<file path="config.mk">
export PLATFORM = sky130hd
export DESIGN_NAME = score_accumulator
export DESIGN_NICKNAME = d
export VERILOG_FILES = /design/src/rtl/score_pkg.sv /design/src/rtl/score_accumulator_grade_tally.sv /design/src/rtl/score_accumulator.sv
export SDC_FILE = /design/constraint.sdc
export NUM_CORES = 1
export LEC_CHECK = 0
export BUFFER_PORTS_ARGS = -buffer_cell sky130_fd_sc_hd__buf_2
export CORE_MARGIN = 4
export CORE_UTILIZATION = 60
export DETAILED_ROUTE_END_ITERATION = 12
export PLACE_DENSITY = 0.83
export SYNTH_ARGS = -nofsm -noshare
export SYNTH_HDL_FRONTEND = slang
export SYNTH_SLANG_ARGS = --single-unit
</file>
<file path="constraint.sdc">
create_clock -name frame_clk -period 8.1 [get_ports frame_clk]
set_clock_uncertainty 0.2 [all_clocks]
set_input_delay 0.405 -clock frame_clk [delete_from_list [all_inputs] [get_ports frame_clk]]
set_output_delay 0.405 -clock frame_clk [all_outputs]
set_load 0.005 [all_outputs]
</file>
<file path="src/rtl/score_pkg.sv">
// score_pkg: grade/state encodings, multiplier type and saturating add shared by score_accumulator.
package score_pkg;
   typedef enum logic [1:0] {NONE = 2'b00, GOOD = 2'b01, PERFECT = 2'b10, MISS = 2'b11} grade_t;
   typedef enum logic [1:0] {IDLE, PLAY, DONE} state_t;
   localparam int MULT_W = 3;
   typedef logic [MULT_W-1:0] mult_t;
   // Operands are widened to 33 bits so the carry is visible before clamping to 2^w-1.
   function automatic logic [31:0] sat_add(input logic [31:0] a, input logic [31:0] b, input int unsigned w);
      logic [32:0] s, lim;
      s = {1'b0, a} + {1'b0, b};
      lim = (33'd1 << w) - 33'd1;
      return (s > lim) ? lim[31:0] : s[31:0];
   endfunction
endpackage

</file>
<file path="src/rtl/score_accumulator_grade_tally.sv">
// grade_tally: stage 1, registered per-frame perfect/good/miss lane counts with a valid flag.
module grade_tally
   import score_pkg::*;
#(
   parameter  int N_NOTES = 46,
   localparam int CNT_W   = $clog2(N_NOTES + 1)
) (
   input  logic                 clk,
   input  logic                 rst,
   input  logic                 clr_i,
   input  logic                 en_i,
   input  logic [2*N_NOTES-1:0] hit_grade_i,
   output logic [CNT_W-1:0]     p_o,
   output logic [CNT_W-1:0]     g_o,
   output logic [CNT_W-1:0]     m_o,
   output logic                 valid_o
);
   logic [CNT_W-1:0] p_d, g_d, m_d, p_q, g_q, m_q;
   logic             valid_q;
   always_comb begin
      p_d = '0;
      g_d = '0;
      m_d = '0;
      for (int i = 0; i < N_NOTES; i++) begin
         p_d = p_d + CNT_W'(grade_t'(hit_grade_i[2*i +: 2]) == PERFECT);
         g_d = g_d + CNT_W'(grade_t'(hit_grade_i[2*i +: 2]) == GOOD);
         m_d = m_d + CNT_W'(grade_t'(hit_grade_i[2*i +: 2]) == MISS);
      end
   end
   always_ff @(posedge clk) begin
      if (rst || clr_i) begin
         p_q     <= '0;
         g_q     <= '0;
         m_q     <= '0;
         valid_q <= 1'b0;
      end else begin
         p_q     <= p_d;
         g_q     <= g_d;
         m_q     <= m_d;
         valid_q <= en_i;
      end
   end
   assign p_o     = p_q;
   assign g_o     = g_q;
   assign m_o     = m_q;
   assign valid_o = valid_q;
endmodule

</file>
<file path="src/rtl/score_accumulator.sv">
// score_accumulator: two-stage frame scorer with combo multiplier and saturating totals.
// Define GRADE_COUNT_EN to add saturating perfect/good/miss counters.
module score_accumulator
   import score_pkg::*;
#(
   parameter int N_NOTES     = 46,
   parameter int SCORE_W     = 14,
   parameter int COMBO_W     = 10,
   parameter int PERFECT_PTS = 3,
   parameter int GOOD_PTS    = 1,
   parameter int COMBO_STEP  = 10,
   parameter int MAX_MULT    = 4
) (
   input  logic                 frame_clk,
   input  logic                 Reset,
   input  logic                 song_start,
   input  logic                 song_end,
   input  logic [2*N_NOTES-1:0] hit_grade,
   output logic [SCORE_W-1:0]   total_score,
   output logic [COMBO_W-1:0]   combo,
   output logic [COMBO_W-1:0]   max_combo,
   output mult_t                multiplier,
   output logic                 playing,
   output logic                 done
`ifdef GRADE_COUNT_EN
   ,
   output logic [15:0]          perfect_count,
   output logic [15:0]          good_count,
   output logic [15:0]          miss_count
`endif
);
   localparam int CNT_W = $clog2(N_NOTES + 1);
   state_t             state_q;
   logic               playing_q, done_q, v1;
   logic [CNT_W-1:0]   p, g, m;
   logic [31:0]        base;
   logic [SCORE_W-1:0] score_d, score_q;
   logic [COMBO_W-1:0] combo_d, combo_q, max_d, max_q;
   mult_t              mult_d, mult_q;
`ifdef GRADE_COUNT_EN
   logic [15:0]        pc_d, gc_d, mc_d, pc_q, gc_q, mc_q;
`endif
   function automatic mult_t mult_of(input logic [COMBO_W-1:0] c);
      int unsigned q;
      q = 32'(c) / 32'(COMBO_STEP) + 32'd1;
      return (q >= 32'(MAX_MULT)) ? mult_t'(MAX_MULT) : mult_t'(q);
   endfunction
   grade_tally #(.N_NOTES(N_NOTES)) u_tally (
      .clk        (frame_clk),
      .rst        (Reset),
      .clr_i      (song_start),
      .en_i       (state_q == PLAY && !song_end),
      .hit_grade_i(hit_grade),
      .p_o        (p),
      .g_o        (g),
      .m_o        (m),
      .valid_o    (v1)
   );
   // mult_q always equals mult_of(combo_q), so it is the pre-update multiplier for this frame.
   always_comb begin
      base    = 32'(p) * 32'(PERFECT_PTS) + 32'(g) * 32'(GOOD_PTS);
      score_d = SCORE_W'(sat_add(32'(score_q), base * 32'(mult_q), SCORE_W));
      combo_d = (m != '0) ? '0 : COMBO_W'(sat_add(32'(combo_q), 32'(p) + 32'(g), COMBO_W));
      max_d   = (combo_d > max_q) ? combo_d : max_q;
      mult_d  = mult_of(combo_d);
`ifdef GRADE_COUNT_EN
      pc_d    = 16'(sat_add(32'(pc_q), 32'(p), 16));
      gc_d    = 16'(sat_add(32'(gc_q), 32'(g), 16));
      mc_d    = 16'(sat_add(32'(mc_q), 32'(m), 16));
`endif
   end
   always_ff @(posedge frame_clk) begin
      if (Reset || song_start) begin
         score_q   <= '0;
         combo_q   <= '0;
         max_q     <= '0;
         mult_q    <= mult_t'(1);
         state_q   <= Reset ? IDLE : PLAY;
         playing_q <= !Reset;
         done_q    <= 1'b0;
`ifdef GRADE_COUNT_EN
         pc_q      <= '0;
         gc_q      <= '0;
         mc_q      <= '0;
`endif
      end else begin
         if (v1) begin
            score_q <= score_d;
            combo_q <= combo_d;
            max_q   <= max_d;
            mult_q  <= mult_d;
`ifdef GRADE_COUNT_EN
            pc_q    <= pc_d;
            gc_q    <= gc_d;
            mc_q    <= mc_d;
`endif
         end
         if (state_q == PLAY && song_end) begin
            state_q   <= DONE;
            playing_q <= 1'b0;
            done_q    <= 1'b1;
         end
      end
   end
   assign total_score = score_q;
   assign combo       = combo_q;
   assign max_combo   = max_q;
   assign multiplier  = mult_q;
   assign playing     = playing_q;
   assign done        = done_q;
`ifdef GRADE_COUNT_EN
   assign perfect_count = pc_q;
   assign good_count    = gc_q;
   assign miss_count    = mc_q;
`endif
endmodule
</file>
After elaboration in Yosys (flattened, before gate mapping)
Index checks and enable logic that the tools add are counted.
{ "word_totals": {"register_bits": 60, "out_inout_bits": 39} }
{ "op_classes": {"add_sub_neg": 140, "multipliers": 2, "div_mod_pow": 1, "n_lt_le_gt_ge": 4, "n_eq_ne": 139, "n_mux": 9, "n_reduce_logical": 8} }
{ "ops": {"columns": ["operator", "n"], "rows": [
  ["6-bit by 1-bit adder with 6-bit output", 132],
  ["2-bit equality test (second input constant)", 92],
  ["2-bit by 1-bit equality test with 1-bit output (second input constant)", 47],
  ["32-bit by 1-bit adder with 32-bit output (second input constant)", 1],
  ["10-bit by 4-bit divider with 32-bit output (second input constant)", 1],
  ["32-bit by 3-bit >= comparator with 1-bit output (second input constant)", 1],
  ["10-bit 2-to-1 mux", 2],
  ["14-bit by 12-bit adder with 15-bit output", 1],
  ["15-bit by 14-bit greater-than comparator with 1-bit output (second input constant)", 1],
  ["14-bit 2-to-1 mux", 1],
  ["9-bit by 3-bit multiplier with 12-bit output", 1],
  ["10-bit by 7-bit adder with 11-bit output", 1],
  ["11-bit by 10-bit greater-than comparator with 1-bit output (second input constant)", 1],
  ["10-bit greater-than comparator", 1],
  ["8-bit by 6-bit adder with 9-bit output", 1],
  ["6-bit by 2-bit multiplier with 8-bit output (second input constant)", 1],
  ["6-bit by 6-bit adder with 7-bit output", 1],
  ["1-bit by 1-bit adder with 2-bit output", 3],
  ["6-bit nonzero test", 1],
  ["2-bit 2-to-1 mux", 2],
  ["1-bit 2-to-1 mux", 3],
  ["3-bit 2-to-1 mux", 1],
  ["1-bit logical AND", 2],
  ["1-bit zero test", 2],
  ["3 further kinds", 3]
]} }

Longest topological paths before layout
Gate-level depths: netlist of the first run.
{ "depth": {"depth_word": 46, "ltp_mapped": 28, "ltp_nobuf": 27} }

Cells and area by module
From an unflattened synthesis of the first run, not the netlist that was laid out.
{ "hier_totals": {"hier_cells": 1093, "hier_area_um2": 9481.6} }
{ "modules_own_cells": {"columns": ["module", "instances", "cells_each", "area_per_inst_um2", "seq_area_each_um2"], "rows": [
  ["score_accumulator", 1, 613, 4912.2, 820.8],
  ["grade_tally", 1, 480, 4569.4, 380.4]
]} }

Least setup slack after synthesis of the first run
Ideal clock, no wire load.
{ "synth_path": {"path_type": "reg-to-reg", "start": "reg u_tally.p_q[1], in the netlist u_tally.p_o[1]", "end": "reg mult_q[2], in the netlist multiplier[2]", "setup_ns": 0.119, "t_arrival_ns": 6.630, "required_ns": 7.781, "setup_slack_ns": 1.151, "path_stages_with_launch": 29, "n_path_buf": 1, "path_cell_list": "dfxtp_1 inv_1 fa_1 inv_1 ha_1 fa_1 a21o_1 a221oi_4 xnor2_1 o21ai_0 nand2_1 ha_1 nand2b_1 o211a_1 or4_4 and4b_4 buf_6 mux2i_4 o22ai_2 nor3_4 maj3_1 mux2i_1 nor4bb_1 inv_1 ha_1 xnor2_1 nor4_1 inv_1 o221a_1"} }
{ "synth_via": {"elab_chain_len": 9} }
{ "synth_rtl": {"columns": ["element", "line", "rtl"], "rows": [
  ["from (decl)", "score_accumulator_grade_tally.sv:18", "logic [CNT_W-1:0] p_d, g_d, m_d, p_q, g_q, m_q;"],
  ["from (signal assigned)", "score_accumulator_grade_tally.sv:37", "p_q <= p_d;"],
  ["6-bit by 6-bit adder with 7-bit output *", "score_accumulator.sv:63", "combo_d = (m != '0) ? '0 : COMBO_W'(sat_add(32'(combo_q), 32'(p) + 32'(g), COMBO_W));"],
  ["10-bit by 7-bit adder with 11-bit output *", "score_pkg.sv:10", "s = {1'b0, a} + {1'b0, b};"],
  ["11-bit by 10-bit greater-than comparator with 1-bit output", "score_pkg.sv:12", "return (s > lim) ? lim[31:0] : s[31:0];"],
  ["10-bit 2-to-1 mux *", "score_pkg.sv:12", null],
  ["10-bit 2-to-1 mux *", "score_accumulator.sv:63", null],
  ["10-bit by 4-bit divider with 32-bit output *", "score_accumulator.sv:45", "q = 32'(c) / 32'(COMBO_STEP) + 32'd1;"],
  ["32-bit by 1-bit adder with 32-bit output *", "score_accumulator.sv:45", null],
  ["32-bit by 3-bit >= comparator with 1-bit output", "score_accumulator.sv:46", "return (q >= 32'(MAX_MULT)) ? mult_t'(MAX_MULT) : mult_t'(q);"],
  ["3-bit 2-to-1 mux *", "score_accumulator.sv:46", null],
  ["to (signal assigned)", "score_accumulator.sv:77", "mult_q <= mult_t'(1);"],
  ["to (signal assigned)", "score_accumulator.sv:91", "mult_q <= mult_d;"],
  ["to (decl)", "score_accumulator.sv:39", "mult_t mult_d, mult_q;"]
]} }
Every way passes the cells marked *; elsewhere a longest branch is shown, timed or not.
A chain may end at the register's enable or synchronous reset.

Worst setup path after layout of the first run
Ends and elaborated chain as after synthesis.

==> impl_results.md, run 1 <==
* DRC viols at 0
* Synth warnings at 0
* Boundary Pins at approximately 140
* Average wire length per cell after detail routing at 16.1 um
* Number of enable-type register cells in the synthesized netlist at 2
* Clock transition time at the flip-flop clock pins of the worst setup and hold paths at about 60 ps
* Endpoints failing setup at 0
* Final max-slew violation count at 0
* Buffers inserted during post-CTS setup optimization at 0
* Core outline area at roughly 0.015 mm^2
* Number of instances in the synthesized netlist at 1041
* Detailed Route Iter0 Violations at 483
* Worst setup path start: u_tally.p_o[1]
* Final Hold Violating Endpoints at 0
* Final-stage net count at around 1500
* Switching fraction of total power at about 47%
* Number of buffers added on ports at ~130
* Global-route wire length before repair at 37.1 mm
* Critical path endpoint: multiplier[2]
* Clock share of power at a little under an eighth
* Sw power at roughly 1.5 mW
* Detailed-route via count at between 7000 and 8000
* CTS buffer count at 9
* Antenna violations before repair at 2
* FFs w/ async S/R, synth at 0%
* Root buffer cell: sky130_fd_sc_hd__clkbuf_16
* Largest cells by area after synthesis: sky130_fd_sc_hd__fa_1, sky130_fd_sc_hd__dfxtp_1, sky130_fd_sc_hd__ha_1
* Power density relative to cell area at 309 mW/mm^2
* Max-slew headroom at between 20% and 30%
* Startpoint class of the critical path: flip-flop
* Endpoint of the lowest-slack register-to-register path: multiplier[2]
* Cts hold-fix bufs at 0
* Setup TNS at 0 ps
* Die width at approximately 130 um
* Number of max-cap violations at 0
* Class of the most critical hold timing path: in2reg
* Number of vias per cell at between 5 and 6
* Endpoint kind of the worst setup timing path: flip-flop
* Int Power at around 1.7 mW
* Crit path arrival time at roughly 7500 ps
* Count of standard-cell rows at 45
* Worst-Margin Slew at around 1100 ps
* Routability Congestion at around 1
* Maximum number of pins on one net before global-route repair at 40
* Mean area per synthesized cell at a little under 9 um^2
* Clock latency reported for the late side of the worst-skew pair at 330 ps
* Die H at about 130 um
* Clock buffer depth at 2
* Setup slack on the worst flop-to-flop path at roughly 590 ps
* Half-perimeter wire length after placement at around 19 mm
* Run status: complete, no violations
* Distinct cell type count after synthesis at ~80
* Comb pwr share at 78.0%
* Final critical-path share of the clock period at about 93%
* DP Worst Slack at 500 ps
* P_leak at between 5 and 6 nW
* Starting utilization of the core area at 61.0%
* R2R depth at 27
* Syn_nets at about 1300
* Number of global-route vias before repair at ~7800
* Share of post-route cells with drive strength above 1 at roughly 16%
* Class of the most critical setup path: reg2reg
* Sinks on the clock net at 59
* Synth top area share at 30.2%
* Unrepaired setup endpoints after global routing: false
* GR Overflow Total at 0
* Cell area after synthesis at 0.00921 mm^2
* Critical Path RT at between 8000 and 9000 ps
* CTS tree: yes
* Cell accounting for the most synthesized area: sky130_fd_sc_hd__fa_1
* Depth of the CTS H-tree at 3
* Crit-path max FO at 11
* Max IR drop VDD at between 300 and 400 uV
* Total Routed Length at approximately 22 mm
* Full die area at approximately 0.017 mm^2
* Flip-flop and latch count after synthesis at a little under 60
* Post-route worst setup slack at ~600 ps
* Min Tclk post-route at 7510 ps
* Source of the worst hold timing path: song_end
* Top_reg_cell synth: sky130_fd_sc_hd__dfxtp_1
* Start of the worst register-to-register path: u_tally.p_o[1]
* DRT Pass-1 Iters at 5
* Number of stages on the worst hold path at 2
* Synthesis-to-layout area growth at 12.4%
* Antenna-violating nets left at 0
* Maximum clock rate at around 0.13 GHz
* Register area share after synthesis at about an eighth
* Sequential group share of total power at between 10% and 20%
* GR Util All Layers at approximately 26%
## registers in the layout (all words and copies together), names as in the netlist
register         cells
total_score         14
combo               10
max_combo           10
u_tally.g_o          6
u_tally.m_o          6
u_tally.p_o          6
multiplier           3
done                 1
playing              1
state_q              1
u_tally.valid_o      1
## synthesized netlist by cell type (all sizes together) (3+ instances only)
cell type and instances:
a21o 15, a31oi 4, xor2 6, o31ai 3
o211ai 7, nand4 5, nor4 5, o22ai 6
o41ai 4, or4 3, nand2b 66, a221oi 3
ha 69, and3 6, fa 139, o22a 3
buf 7, o21a 3, nand2 73, o211a 3
and2 33, a21oi 55, a211oi 9, mux2i 24
o21ai 39, inv 169, xnor2 17, nand3 13
clkbuf 18, o21bai 3, nor2b 50, nor2 73
nor3 19, dfxtp 57
## routing by layer
| metal | GRT usage, % | vias up | wire length [um] |
|---|---|---|---|
| li1 | - | 3646 | - |
| met1 | 33.3 | 3636 | 8960 |
| met2 | 44.8 | 254 | 10900 |
| met3 | 5.00 | 40 | 1490 |
| met4 | 7.29 | 2 | 553 |
| met5 | 0 | - | 11 |
## final cells by class
class	instances	area, um^2
antenna	3	7.51
fill	1183	4750
clock buffer	11	253
inverter	170	638
sequential	59	1200
clock inverter	5	27.5
tap	188	235
multi-input combinational	787	7260
timing repair buffer	141	723
## timing repair
| item | CTS | global route |
|---|---|---|
| gates resized for setup | 0 | 2 |
| endpoints found under the hold margin | 0 | 0 |
| setup endpoints to repair | 0 | 3 |
## per-stage QoR
stage               instance area, um^2  instances  util, %  hold slack (ps)  total power [mW]
global placement                  10100       1345     66.6              246              2.74
CTS                               10300       1361     68.5             58.3              3.22
detailed placement                10100       1345     66.6              255              2.85
finish                            10300       1364     68.5             63.3              3.19
global route                      10300       1362     68.5             67.6              3.61
floorplan                          9210       1041        -              260              2.29
## power by group through the flow
| stage | sequential (mW) | combinational (mW) | clock [mW] |
|---|---|---|---|
| 4_1_cts | 0.340 | 2.52 | 0.364 |
| 2_1_floorplan | 0.342 | 1.95 | 0 |
| 5_1_grt | 0.342 | 2.89 | 0.378 |
| 3_5_place_dp | 0.346 | 2.51 | 0 |
| 6_report | 0.339 | 2.49 | 0.362 |
| 3_3_place_gp | 0.345 | 2.40 | 0 |
## cells by family after synthesis
logic type               count (synthesis)  share of synthesized area [%]
flip-flops                              59                           13.0
adder cells (fa/ha/maj)                210                           39.8
multiplexers                            25                           2.91
AO/OA/AOI/OAI                          176                           13.4
AND/OR/NAND/NOR                        353                           20.2
XOR/XNOR                                23                           2.35
buffers and inverters                  195                           8.21
## placed cells by master (no fill, tap or decap), drive strengths merged, types with 4 or more instances in the layout
cell,Yosys,layout
mux2i,24,24
nor3,19,19
o41ai,4,4
nand4,5,5
nor2b,50,50
nor2,73,73
xnor2,17,17
a21o,15,15
ha,69,69
o21ai,39,39
inv,169,169
clkinv,1,5
nand2b,66,66
nand2,73,73
clkbuf,18,11
dfxtp,57,57
a31oi,4,4
o22ai,6,6
and2,33,33
a21oi,55,55
nor4,5,5
fa,139,139
o211ai,7,7
and3,6,6
xor2,6,6
a211oi,9,9
buf,7,141
nand3,13,13
## worst max-delay path: stages (launching register included)
cell and delay, ps:
sky130_fd_sc_hd__dfxtp_1 400, sky130_fd_sc_hd__inv_1 80, sky130_fd_sc_hd__fa_1 510, sky130_fd_sc_hd__inv_1 40
sky130_fd_sc_hd__ha_1 230, sky130_fd_sc_hd__fa_1 400, sky130_fd_sc_hd__a21o_1 250, sky130_fd_sc_hd__a221oi_4 360
sky130_fd_sc_hd__xnor2_1 160, sky130_fd_sc_hd__o21ai_1 380, sky130_fd_sc_hd__nand2_1 100, sky130_fd_sc_hd__ha_1 340
sky130_fd_sc_hd__nand2b_1 190, sky130_fd_sc_hd__o211a_1 280, sky130_fd_sc_hd__or4_4 520, sky130_fd_sc_hd__and4b_4 290
sky130_fd_sc_hd__mux2i_4 220, sky130_fd_sc_hd__o22ai_2 270, sky130_fd_sc_hd__nor3_4 90, sky130_fd_sc_hd__maj3_1 360
sky130_fd_sc_hd__mux2i_1 230, sky130_fd_sc_hd__nor4bb_1 400, sky130_fd_sc_hd__inv_1 90, sky130_fd_sc_hd__ha_1 220
sky130_fd_sc_hd__xnor2_1 130, sky130_fd_sc_hd__nor4_1 300, sky130_fd_sc_hd__inv_1 120, sky130_fd_sc_hd__o221a_1 240
## how the worst min path moves through the flow
| stage | endpoint | slack (ps) |
|---|---|---|
| finish | u_tally.valid_o | 60 |
| global route | u_tally.valid_o | 70 |
| CTS | u_tally.valid_o | 60 |
| detailed placement | done | 260 |
| global placement | done | 250 |
| floorplan | done | 260 |
No activity file was read; power rests on OpenSTA's default activity.
==> inputs of run 2 (changes only) <==
- ABC_AREA: unset -> 1
- GPL_TIMING_DRIVEN: unset -> 0
==> impl_results.md, run 2 <==
* Cell area after synthesis at 0.00951 mm^2 (was 0.00921 mm^2)
* Number of stages on the worst hold path at 2 (unchanged)
* Number of vias per cell at 5.02 (was 5.56)
* Maximum number of pins on one net before global-route repair at 11 (was 40)
* Overall power consumption at 3.38 mW (was 3.19 mW)
* Setup slack on the worst flop-to-flop path at 670 ps (was 590 ps)
* Endpoint of the lowest-slack register-to-register path: multiplier[0] (was multiplier[2])
* R2R depth at 51 (was 27)
* Crit-path max FO at 10 (was 11)
* Commonest non-fill, non-tap cells in the layout: sky130_fd_sc_hd__inv_1, sky130_fd_sc_hd__nand2_1, sky130_fd_sc_hd__fa_1 (was sky130_fd_sc_hd__inv_1, sky130_fd_sc_hd__fa_1, sky130_fd_sc_hd__buf_2)
* Crit path arrival time at 7510 ps (was 7530 ps)
* DP Worst Slack at 647 ps (was 500 ps)
* Half-perimeter wire length after placement at 18.9 mm (was 18.7 mm)
* Root buffer cell: sky130_fd_sc_hd__clkbuf_16 (unchanged)
* Comb pwr share at 79.8% (was 78.0%)
* GR Util All Layers at 25.2% (was 25.9%)
* Worst-Margin Slew at 992 ps (was 1080 ps)
* Worst hold slack after final layout at 48.9 ps (was 63.3 ps)
* Delay of the slowest cell on the worst path at 530 ps (was 520 ps)
* Most common cell after layout, fill and taps aside: sky130_fd_sc_hd__inv_1 (unchanged)
* Starting utilization of the core area at 61.9% (was 61.0%)
* Die H at 134 um (was 132 um)
* Fill cell instance count of the final layout at 1251 (was 1183)
* Cell accounting for the most synthesized area: sky130_fd_sc_hd__fa_1 (unchanged)
* Largest cells by area after synthesis: sky130_fd_sc_hd__fa_1, sky130_fd_sc_hd__inv_1, sky130_fd_sc_hd__dfxtp_1 (was sky130_fd_sc_hd__fa_1, sky130_fd_sc_hd__dfxtp_1, sky130_fd_sc_hd__ha_1)
* Run status: complete, no violations (unchanged)
* Register area share after synthesis at 12.6% (was 13.0%)
* Post-route worst setup slack at 670 ps (was 593 ps)
* Number of enable-type register cells in the synthesized netlist at 2 (unchanged)
* Die width at 134 um (was 132 um)
* Endpoint of the worst hold-timing path: u_tally.valid_o (unchanged)
* CTS buffer count at 9 (unchanged)
* Endpoints failing setup at 0 (unchanged)
* Global-route wire length before repair at 36.6 mm (was 37.1 mm)
* Max-slew headroom at 33.2% (was 27.4%)
* Buffers inserted during post-CTS setup optimization at 0 (unchanged)
* Cts hold-fix bufs at 0 (unchanged)
* Flip-flop and latch count after synthesis at 59 (unchanged)
* Average wire length per cell after detail routing at 13.5 um (was 16.1 um)
* Count of standard-cell rows at 45 (unchanged)
* Final max-slew violation count at 0 (unchanged)
* Largest register FFs at 14 (unchanged)
* Sinks on the clock net at 59 (unchanged)
* Max IR drop VDD at 248 uV (was 321 uV)
* Share of post-route cells with drive strength above 1 at 17.4% (was 15.9%)
* Core outline area at 0.0154 mm^2 (was 0.0151 mm^2)
* DRC viols at 0 (unchanged)
* Critical Path RT at 8180 ps (was 8120 ps)
* Mean area per synthesized cell at 7.53 um^2 (was 8.84 um^2)
* Number of global-route vias before repair at 8143 (was 7764)
* Clock transition time at the flip-flop clock pins of the worst setup and hold paths at 50 ps (was 60 ps)
* Startpoint class of the critical path: flip-flop (unchanged)
* Number of max-cap violations at 0 (unchanged)
* Clock buffer depth at 2 (unchanged)
* Depth of the CTS H-tree at 3 (unchanged)
* Maximum clock rate at 0.135 GHz (was 0.133 GHz)
* Boundary Pins at 135 (unchanged)
* P_leak at 6.40 nW (was 5.15 nW)
* Routability Congestion at 0.895 (was 0.993)
* Class of the most critical setup path: reg2reg (unchanged)
* Cell type with the highest occurrence count on the critical path: sky130_fd_sc_hd__nand2_1 (was sky130_fd_sc_hd__inv_1)
* Leading post-synthesis cells by instance count: sky130_fd_sc_hd__inv_1, sky130_fd_sc_hd__nand2_1, sky130_fd_sc_hd__fa_1 (was sky130_fd_sc_hd__inv_1, sky130_fd_sc_hd__fa_1, sky130_fd_sc_hd__nand2_1, sky130_fd_sc_hd__nor2_1, sky130_fd_sc_hd__ha_1)
* Sequential group share of total power at 10.2% (was 10.6%)
* Setup TNS at 0 ps (unchanged)
* Final Hold Violating Endpoints at 0 (unchanged)
* Power density relative to cell area at 315 mW/mm^2 (was 309 mW/mm^2)
* Synthesis-to-layout area growth at 12.7% (was 12.4%)
* FFs w/ async S/R, synth at 0% (unchanged)
* Top_reg_cell synth: sky130_fd_sc_hd__dfxtp_1 (unchanged)
* Final critical-path share of the clock period at 91.7% (was 92.7%)
* Total Routed Length at 21.9 mm (about the same)
* Number of instances in the synthesized netlist at 1263 (was 1041)
* Distinct cell type count after synthesis at 41 (was 78)
* Antenna violations before repair at 3 (was 2)
* Unrepaired setup endpoints after global routing: false (unchanged)
* GR Overflow Total at 0 (unchanged)
* Final-stage net count at 1713 (was 1472)
* Clock latency reported for the late side of the worst-skew pair at 340 ps (was 330 ps)
* Class of the most critical hold timing path: in2reg (unchanged)
* Int Power at 1.62 mW (was 1.70 mW)
* Switching fraction of total power at 52.1% (was 46.8%)
* Cell with the most instances after synthesis: sky130_fd_sc_hd__inv_1 (unchanged)
* Detailed Route Iter0 Violations at 394 (was 483)
* Synth top area share at 29.3% (was 30.2%)
* Full die area at 0.0179 mm^2 (was 0.0174 mm^2)
* Library cell contributing the largest single delay on the critical path: sky130_fd_sc_hd__fa_1 (was sky130_fd_sc_hd__or4_4)
* Start of the worst register-to-register path: combo[1] (was u_tally.p_o[1])
* Source of the worst hold timing path: song_end (unchanged)
* Min Tclk post-route at 7430 ps (was 7510 ps)
* DRT Pass-1 Iters at 5 (unchanged)
* Sw power at 1.76 mW (was 1.49 mW)
* Clock share of power at 10.0% (was 11.3%)
* Number of buffers added on ports at 134 (unchanged)
* Endpoint kind of the worst setup timing path: flip-flop (unchanged)
* Synth warnings at 0 (unchanged)
* Detailed-route via count at 8173 (was 7578)
* CTS tree: yes (unchanged)
* Antenna-violating nets left at 0 (unchanged)
* Syn_nets at 1567 (was 1345)
## run 2: changes by cell type after synthesis, moves of 23 or more
cell                       change
sky130_fd_sc_hd__nand2b_1     -66
sky130_fd_sc_hd__mux2i_1      -23
sky130_fd_sc_hd__nand2_1     +157
sky130_fd_sc_hd__and2_1       -33
sky130_fd_sc_hd__inv_1       +166
sky130_fd_sc_hd__nor2b_1      -50
sky130_fd_sc_hd__or2_2        +29
## run 2: routing by layer
layer	vias to the layer above	global-route usage [%]	part of all wire (%)
li1	4093	-	-
met1	3819	29.4	39
met2	200	46.5	52
met3	59	2.93	4.3
met4	2	10.9	4.0
met5	-	0	0.037
## run 2: stage by stage
stage          util, %  instances  instance area [um^2]
6_report          69.7       1627                 10700
5_1_grt           69.7       1627                 10700
4_1_cts           69.6       1624                 10700
3_5_place_dp      68.0       1608                 10400
3_3_place_gp      68.0       1608                 10400
2_1_floorplan        -       1263                  9510
## run 2: worst max-delay path by stage
stage | start | cells after the start | endpoint
after floorplan | u_tally.p_o[1] | 50 | multiplier[2]
final | combo[1] | 51 | multiplier[0]
after detailed placement | combo[1] | 51 | multiplier[0]
after global placement | combo[1] | 51 | multiplier[0]
after CTS | combo[1] | 51 | multiplier[0]
after global routing | combo[1] | 52 | multiplier[0]
## run 2: worst max-delay path, delay by kind of cell (launching register included)
family | cells | cell delay (ps)
AND/OR/NAND/NOR | 36 | 4180
XOR/XNOR | 1 | 180
buffers and inverters | 9 | 820
adder cells (fa/ha/maj) | 5 | 1580
flip-flops | 1 | 400
## run 2: final cells by class
type / instances / area [um^2] / area share (%)
Antenna cell: 2 / 5.00 / 0.0467
Buffer: 19 / 88.8 / 0.829
Timing Repair Buffer: 134 / 671 / 6.26
Inverter: 343 / 1290 / 12.0
Tap cell: 211 / 264 / 2.46
Sequential cell: 59 / 1200 / 11.2
Clock inverter: 4 / 17.5 / 0.163
Clock buffer: 12 / 236 / 2.21
Multi-Input combinational cell: 843 / 6950 / 64.8
## run 2: power by group through the flow
stage	Sequential [mW]	Combinational (mW)	Clock, mW
after floorplan	0.344	2.12	0
after global placement	0.349	2.58	0
after detailed placement	0.350	2.69	0
after CTS	0.344	2.72	0.340
after global routing	0.346	3.16	0.353
final	0.343	2.70	0.337
## run 2: cell families after synthesis
group / synth area share [%]
compound gates: 8.05
xor+xnor: 2.03
simple gates: 24.5
fa+ha+maj: 38.3
flops: 12.6
buf+inv: 14.5
## run 2: what timing repair did
item,4_1_cts,5_1_grt
endpoints found under the setup margin,0,2
resized for setup,0,2
endpoints found under the hold margin,0,0
